## config.mk

```make
export PLATFORM = sky130hd
export DESIGN_NAME = sram_stream_reader
export DESIGN_NICKNAME = d
export VERILOG_FILES = /design/src/rtl/sram_rd_pkg.sv /design/src/rtl/sync_fifo2.sv /design/src/rtl/sram_stream_reader.sv
export SDC_FILE = /design/constraint.sdc
export NUM_CORES = 1
export LEC_CHECK = 0
export BUFFER_PORTS_ARGS = -buffer_cell sky130_fd_sc_hd__buf_4
export CAP_MARGIN = 20
export CORE_MARGIN = 5
export CORE_UTILIZATION = 50
export DETAILED_ROUTE_END_ITERATION = 8
export PLACE_DENSITY = 0.83
export SLEW_MARGIN = 25
export SYNTH_ARGS = -nofsm -noshare
export SYNTH_HDL_FRONTEND = slang
export SYNTH_HIERARCHICAL = 1
export SYNTH_SLANG_ARGS = --single-unit
```

## constraint.sdc

```tcl
create_clock -name clk -period 8.5 [get_ports clk]
set_input_delay 1.275 -clock clk [delete_from_list [all_inputs] [get_ports clk]]
set_output_delay 1.275 -clock clk [all_outputs]
set_load 0.1 [all_outputs]
```

## src/rtl/sram_rd_pkg.sv

```systemverilog
// Shared types and helpers for the SRAM stream reader: FSM states,
// buffer depth and the read-credit check.
package sram_rd_pkg;

    typedef enum logic [1:0] {
        IDLE = 2'd0,
        RUN  = 2'd1,
        DONE = 2'd2
    } state_t;

    localparam int FIFO_DEPTH = 2;

    // A new read may issue only if every word already buffered or in flight,
    // less the one leaving this cycle, still leaves a free slot.
    function automatic logic credit_ok(input logic [1:0] occ,
                                       input logic       inflight,
                                       input logic       pop);
        logic [2:0] pending;
        pending = {1'b0, occ} + {2'b00, inflight} - {2'b00, pop};
        return pending < 3'(FIFO_DEPTH);
    endfunction

endpackage

```

## src/rtl/sync_fifo2.sv

```systemverilog
// Two-entry synchronous FIFO; head word is presented combinationally on dout.
module sync_fifo2 #(
    parameter int DATA_W = 16
) (
    input  logic              clk,
    input  logic              rst,
    input  logic              push,
    input  logic [DATA_W-1:0] din,
    input  logic              pop,
    output logic [DATA_W-1:0] dout,
    output logic              empty,
    output logic              full,
    output logic [1:0]        count
);

    logic [DATA_W-1:0] mem [2];
    logic              wr_ptr;
    logic              rd_ptr;
    logic              do_push;
    logic              do_pop;

    assign empty   = (count == 2'd0);
    assign full    = (count == 2'd2);
    assign do_pop  = pop && !empty;
    // A push into a full FIFO is legal only when the head leaves in the same cycle.
    assign do_push = push && (!full || do_pop);
    assign dout    = mem[rd_ptr];

    always_ff @(posedge clk) begin
        if (rst) begin
            mem[0] <= '0;
            mem[1] <= '0;
            wr_ptr <= 1'b0;
            rd_ptr <= 1'b0;
            count  <= 2'd0;
        end else begin
            if (do_push) begin
                mem[wr_ptr] <= din;
                wr_ptr      <= ~wr_ptr;
            end
            if (do_pop)
                rd_ptr <= ~rd_ptr;
            case ({do_push, do_pop})
                2'b10:   count <= count + 2'd1;
                2'b01:   count <= count - 2'd1;
                default: count <= count;
            endcase
        end
    end

endmodule

```

## src/rtl/sram_stream_reader.sv

```systemverilog
// Walks a contiguous SRAM address range and streams the returned words out
// over valid/ready, with credit-limited reads absorbed by a 2-entry buffer.
module sram_stream_reader
    import sram_rd_pkg::*;
#(
    parameter int ADDR_W = 12,
    parameter int DATA_W = 16,
    parameter int LEN_W  = ADDR_W + 1
) (
    input  logic              clk,
    input  logic              rst,
    input  logic              start,
    input  logic [ADDR_W-1:0] base_addr,
    input  logic [LEN_W-1:0]  len,
    output logic              busy,
    output logic              done,
    output logic              sram_cs,
    output logic              sram_we,
    output logic [ADDR_W-1:0] sram_addr,
    input  logic [DATA_W-1:0] sram_rdata,
    output logic              m_valid,
    output logic [DATA_W-1:0] m_data,
    output logic              m_last,
    input  logic              m_ready
);

    state_t            state;
    state_t            state_nxt;
    logic [ADDR_W-1:0] issue_addr;
    logic [ADDR_W-1:0] last_addr;
    logic [LEN_W-1:0]  issue_rem;
    logic [LEN_W-1:0]  beat_rem;
    logic              inflight;
    logic              issue;
    logic              pop;
    logic              fifo_empty;
    logic              fifo_full;
    logic [1:0]        occ;

    sync_fifo2 #(.DATA_W(DATA_W)) u_fifo (
        .clk   (clk),
        .rst   (rst),
        .push  (inflight),
        .din   (sram_rdata),
        .pop   (pop),
        .dout  (m_data),
        .empty (fifo_empty),
        .full  (fifo_full),
        .count (occ)
    );

    assign m_valid   = !fifo_empty;
    assign pop       = m_valid && m_ready;
    assign m_last    = m_valid && (beat_rem == LEN_W'(1));
    assign issue     = (state == RUN) && (issue_rem != '0) && credit_ok(occ, inflight, pop);
    assign sram_cs   = issue;
    assign sram_we   = 1'b0;
    // Between reads the address bus parks on the last address actually issued.
    assign sram_addr = issue ? issue_addr : last_addr;
    assign busy      = (state == RUN);
    assign done      = (state == DONE);

    always_comb begin
        state_nxt = state;
        case (state)
            IDLE: if (start) state_nxt = (len == '0) ? DONE : RUN;
            RUN:  if (pop && m_last) state_nxt = DONE;
            DONE: state_nxt = IDLE;
            default: state_nxt = IDLE;
        endcase
    end

    always_ff @(posedge clk) begin
        if (rst) begin
            state      <= IDLE;
            issue_addr <= '0;
            last_addr  <= '0;
            issue_rem  <= '0;
            beat_rem   <= '0;
            inflight   <= 1'b0;
        end else begin
            state    <= state_nxt;
            inflight <= issue;
            if (state == IDLE && start) begin
                issue_addr <= base_addr;
                issue_rem  <= len;
                beat_rem   <= len;
            end else begin
                if (issue) begin
                    issue_addr <= issue_addr + ADDR_W'(1);
                    issue_rem  <= issue_rem - LEN_W'(1);
                    last_addr  <= issue_addr;
                end
                if (pop)
                    beat_rem <= beat_rem - LEN_W'(1);
            end
        end
    end

    // Returning data must always find a slot unless the head leaves this cycle.
    always_ff @(posedge clk) begin
        if (!rst)
            assert (!(inflight && fifo_full && !pop));
    end

endmodule

```

==> flow_summary.toml, run 1 <==
[final_layout]
layout_common_cells = "buf_4, dfxtp_1, and2_1"
syn_to_final_growth_pct = 18.6
nets = 570
antenna_cells = 0
drive_above_1_share = 0.264
final_common_cell = "buf_4"
finish.instance_area_mm2 = 0.00535

[global_routing]
grt_usage = 0.185
grt_first_pass_wirelength_um = 17100
grt_max_degree = 43
overflow = 0
grt_pass1_vias = 3534
antenna_found_initial = 0

[worst_setup_path]
worst_setup_path_start_kind = "input port"
path_class = "input port to primary output"
cp-end-kind = "primary output"
required_ns = 7.22
crit_path_cell_trace = "buf_4 -> nand2_1 -> clkinv_1 -> ha_1 -> nand2b_1 -> fa_1 -> xnor2_1 -> and3_1 -> nand2_1 -> inv_2 -> mux2_2 -> buf_4"
max_stage_delay_ns = 0.49
cp.arrival_ns = 4.74
worst-path-buf-inv = 4
crit_path_top_delay_cell = "inv_2"
path_delay_family = "buffers and inverters"
path_max_fanout = 20

[timing]
rsz0062_at_grt = "no"
setup_tns_ns = 0
worst_slew_pin_slew_ns = 0.909
hold_viol = 0
clock-skew-final_ns = 0.0103
min_period_ns = 6.02
slew_headroom = 0.388
setup_viol = 0
hold_slack_ns = 0.490
final_max_slew_viol_count = 0
fmaxAchievable_ghz = 0.166
period_share = 0.708

[yosys]
synth_area_mm2 = 0.00451
syn_avg_cell_area_um2 = 10.1
netlist_instances = 447
yosysWarnings = 6
synth_fp_nets = 500

[power]
total_power_mw = 1.13
power_density_mw_per_mm2 = 212
ir_worst_vdd_mv = 0.111
leakage_nw = 2.11

[route]
vias = 3663
wl_um = 10300
drtAntennaViolNets = 0
dr.pass1.iters = 4
drtIter0Drc = 238
vias_per_cell = 5.81
drc_errors = 0
wl_per_cell_um = 16.4

[placement]
io_buffers = 77
place_hpwl_um = 7330
finalWeightedCongestion = 0.900
post_dp_cell_area_mm2 = 0.00513

[die]
row_count = 34
io_pins = 79
dieArea_mm2 = 0.0110
initial_core_util = 0.514
die_w_um = 105
core_area_mm2 = 0.00876
die_h_um = 105

[clock_tree]
cts_root_buffer = "clkbuf_8"
clock_sinks = 90
post_cts_buffers = 0
clockBufferDepth = 2
htreeDepth = 3
numCtsBuffers = 9
clkLatencyLatePin_ns = 0.36
cts_resized = 0
cts_tree = "yes"
cts.clk_slew.worst_paths_ns = 0.09
postCtsHoldBufs = 0

[flow_run]
drv_cap = 0

[outcome]
status = "complete, no violations"

[hold_path]
hp-class = "register to register"
-- flip-flops by register name (all words and copies together) (netlist names), named ones only --
| signal | flops |
|---|---|
| inflight | 1 |
| u_fifo/wr_ptr | 1 |
| state | 2 |
| u_fifo/rd_ptr | 1 |
| issue_addr | 12 |
| issue_rem | 13 |
| u_fifo/count | 2 |
| beat_rem | 13 |
| last_addr | 12 |
| u_fifo/mem | 32 |
-- routing by layer --
layer | part of all wire | up-vias | wire, um | global-route usage
met5 | 0 | - | 0 | 0
met4 | 0.023 | 0 | 235 | 0.0749
met3 | 0.076 | 18 | 781 | 0.0407
met2 | 0.48 | 156 | 4930 | 0.299
met1 | 0.42 | 1739 | 4390 | 0.241
li1 | - | 1750 | - | -
-- worst paths after layout --
kind | start | end | slack [ns] | depth (start not counted)
worst max-delay path | m_ready | sram_addr[11] | 2.48 | 12
worst min-delay path | issue_addr[11]$_SDFFE_PP0P_ | issue_addr[11]$_SDFFE_PP0P_ | 0.49 | 1
worst max register to register | u_fifo/count[1]$_SDFFE_PP0P_ | last_addr[11]$_SDFFE_PP0N_ | 4.34 | 13
worst min register to register | issue_addr[11]$_SDFFE_PP0P_ | issue_addr[11]$_SDFFE_PP0P_ | 0.49 | 1
-- metrics by stage --
stage	std cells	setup slack, ns	utilization
3_5_place_dp	614	2.52	0.586
3_3_place_gp	614	2.66	0.586
5_1_grt	630	2.26	0.610
6_report	630	2.48	0.610
4_1_cts	630	2.51	0.609
2_1_floorplan	447	2.04	-
-- final cells by class --
class,count,area [um^2]
clock buffer,9,124
clock inverter,7,82.6
fill,723,3420
inverter,14,52.6
multi-input combinational,323,2240
sequential,90,2120
tap,108,135
timing repair buffer,79,593
-- where the power goes --
part | total (mW) | internal, mW | switching, mW
clock | 0.308 | 0.141 | 0.167
combinational | 0.311 | 0.0990 | 0.212
sequential | 0.513 | 0.480 | 0.0321
Power figures use the tool's default switching activity.
==> run 2, diff against run 1 <==
Settings changed: PLACE_DENSITY 0.83 to 0.86.
Clock period 8.5 ns to 5.05 ns, I/O delays scaled along.
==> flow_summary.toml, run 2 (synthesized netlist as in run 1, its figures left out) <==
[clock_tree]
cts.clk_slew.worst_paths_ns = 0.09
post_cts_buffers = 0
clockBufferDepth = 2
htreeDepth = 3
cts_resized = 0
numCtsBuffers = 9
postCtsHoldBufs = 0
clkLatencyLatePin_ns = 0.35
cts_root_buffer = "clkbuf_8"
cts_tree = "yes"
clock_sinks = 90

[power]
p_comb_frac = 0.277
leakage_nw = 2.14
p_int_mw = 1.26
swShare = 0.347
ir_worst_vdd_mv = 0.188
p_switching_mw = 0.669
power_density_mw_per_mm2 = 359
p_seq_frac = 0.447
pwr-share-clk = 0.277

[worst_setup_path]
r2r_slack_ns = 1.61
crit_path_cell_trace = "nor2_1 -> inv_1 -> nand2_1 -> clkinv_1 -> ha_1 -> nand2b_1 -> fa_1 -> xnor2_1 -> and3_1 -> nand2_1 -> inv_2 -> mux2_2 -> buf_4"
required_ns = 4.29
path_max_fanout = 13
cp-end-kind = "primary output"
path_class = "register to primary output"
cp.arrival_ns = 3.74
rr_endpoint = "issue_rem[8]$_SDFFE_PP0P_"
max_stage_delay_ns = 0.39
worst_setup_path_start_kind = "register"
ff2ff_path_depth = 12
crit_path_top_delay_cell = "dfxtp_1"
path_delay_family = "buffers and inverters"
worst-path-buf-inv = 4
r2r-start = "u_fifo/count[1]$_SDFFE_PP0P_"
cp_common_cell = "nand2_1"

[final_layout]
layout_common_cells = "buf_4, dfxtp_1, and2_1"
final_common_cell = "buf_4"
nets = 573
drive_above_1_share = 0.263
antenna_cells = 0
largest_reg_flops = 32
syn_to_final_growth_pct = 19.3
finish.instance_area_mm2 = 0.00537
regMostFlops = "u_fifo/mem"
largestRegisters = "u_fifo/mem: 32 flops, beat_rem: 13 flops, issue_rem: 13 flops"

[global_routing]
gr-usage-met1 = 0.242
met3_usage = 0.0351
grt.met2_usage = 0.328
antenna_found_initial = 0
grt_first_pass_wirelength_um = 17700
grt_max_degree = 43
grt_usage = 0.192
grt_pass1_vias = 3731
overflow = 0
busiest_layer = "met2"

[die]
die_w_um = 105
core_area_mm2 = 0.00876
dieArea_mm2 = 0.0110
row_count = 34
die_h_um = 105
initial_core_util = 0.514
io_pins = 79

[route]
vias_per_cell = 5.86
vias = 3707
drtAntennaViolNets = 0
drc_errors = 0
dr.pass1.iters = 5
drtIter0Drc = 286
wl_um = 10500
wl_per_cell_um = 16.6

[placement]
io_buffers = 77
place_hpwl_um = 7690
post_dp_cell_area_mm2 = 0.00516
finalWeightedCongestion = 0.872

[timing]
setup_viol = 0
final_max_slew_viol_count = 0
setup_tns_ns = 0
rsz0062_at_grt = "no"
period_share = 0.891
fmaxAchievable_ghz = 0.222
min_period_ns = 4.50
clock-skew-final_ns = 0.0125
worst_slew_pin_slew_ns = 0.927
hold_viol = 0
slew_headroom = 0.377

[flow_run]
drv_cap = 0

[hold_path]
worstHoldPathCells = 2
hp-class = "register to register"
min-delay-start = "issue_rem[1]$_SDFFE_PP0P_"
hold_end = "issue_rem[1]$_SDFFE_PP0P_"

[outcome]
status = "complete, no violations"
-- run 2: changes by cell type in the layout (fill, tap and decap cells not counted), sizes merged --
cell      delta
clkinv       +3
clkinvlp     -2
clkbuf       +1
inv          -3
bufinv       +1
buf          +3
-- run 2: worst min-delay path: cells and delay by family (launching register included) --
family / cells / cell delay (ns)
AND/OR/NAND/NOR: 1 / 0.06
flip-flops: 1 / 0.34
AO/OA/AOI/OAI: 1 / 0.05
-- run 2: power groups by stage --
stage / logic [mW] / registers [mW] / clock network (mW)
final: 0.534 / 0.863 / 0.534
after CTS: 0.531 / 0.862 / 0.550
after floorplan: 0.410 / 0.863 / 0
after global placement: 0.518 / 0.874 / 0
after global routing: 0.569 / 0.871 / 0.577
after detailed placement: 0.528 / 0.878 / 0
-- run 2: per-layer routing --
metal	routed length (um)	share of wire	up-vias
li1	-	-	1768
met1	4320	0.41	1749
met2	5180	0.49	163
met3	800	0.076	27
met4	214	0.020	0
met5	0	0	-
-- run 2: worst max-delay path by stage --
stage	end	cells after the start	slack [ns]	from
2_1_floorplan	sram_addr[2]	12	0.06	u_fifo/count[1]$_SDFFE_PP0P_
3_3_place_gp	sram_addr[11]	12	0.89	m_ready
3_5_place_dp	sram_addr[11]	12	0.77	m_ready
4_1_cts	sram_addr[11]	13	0.55	u_fifo/count[1]$_SDFFE_PP0P_
5_1_grt	sram_addr[11]	13	0.26	u_fifo/count[1]$_SDFFE_PP0P_
6_report	sram_addr[11]	13	0.55	u_fifo/count[1]$_SDFFE_PP0P_
-- run 2: cell type report --
cell class	instances	area [um^2]
Tap cell	108	135
Multi-Input combinational cell	323	2230
Clock buffer	10	128
Clock inverter	6	90.1
Sequential cell	90	2120
Inverter	14	52.6
Timing Repair Buffer	82	616
Fill cell	732	3390
-- run 2: stage by stage --
step,worst slack [ns],hold WS (ns),total power [mW],utilization,instances
after detailed placement,0.773,0.478,1.41,0.588,617
after CTS,0.546,0.490,1.94,0.613,633
final,0.548,0.496,1.93,0.613,633
after global routing,0.263,0.518,2.02,0.613,633
after global placement,0.894,0.459,1.39,0.588,617
after floorplan,0.0624,0.435,1.27,-,447
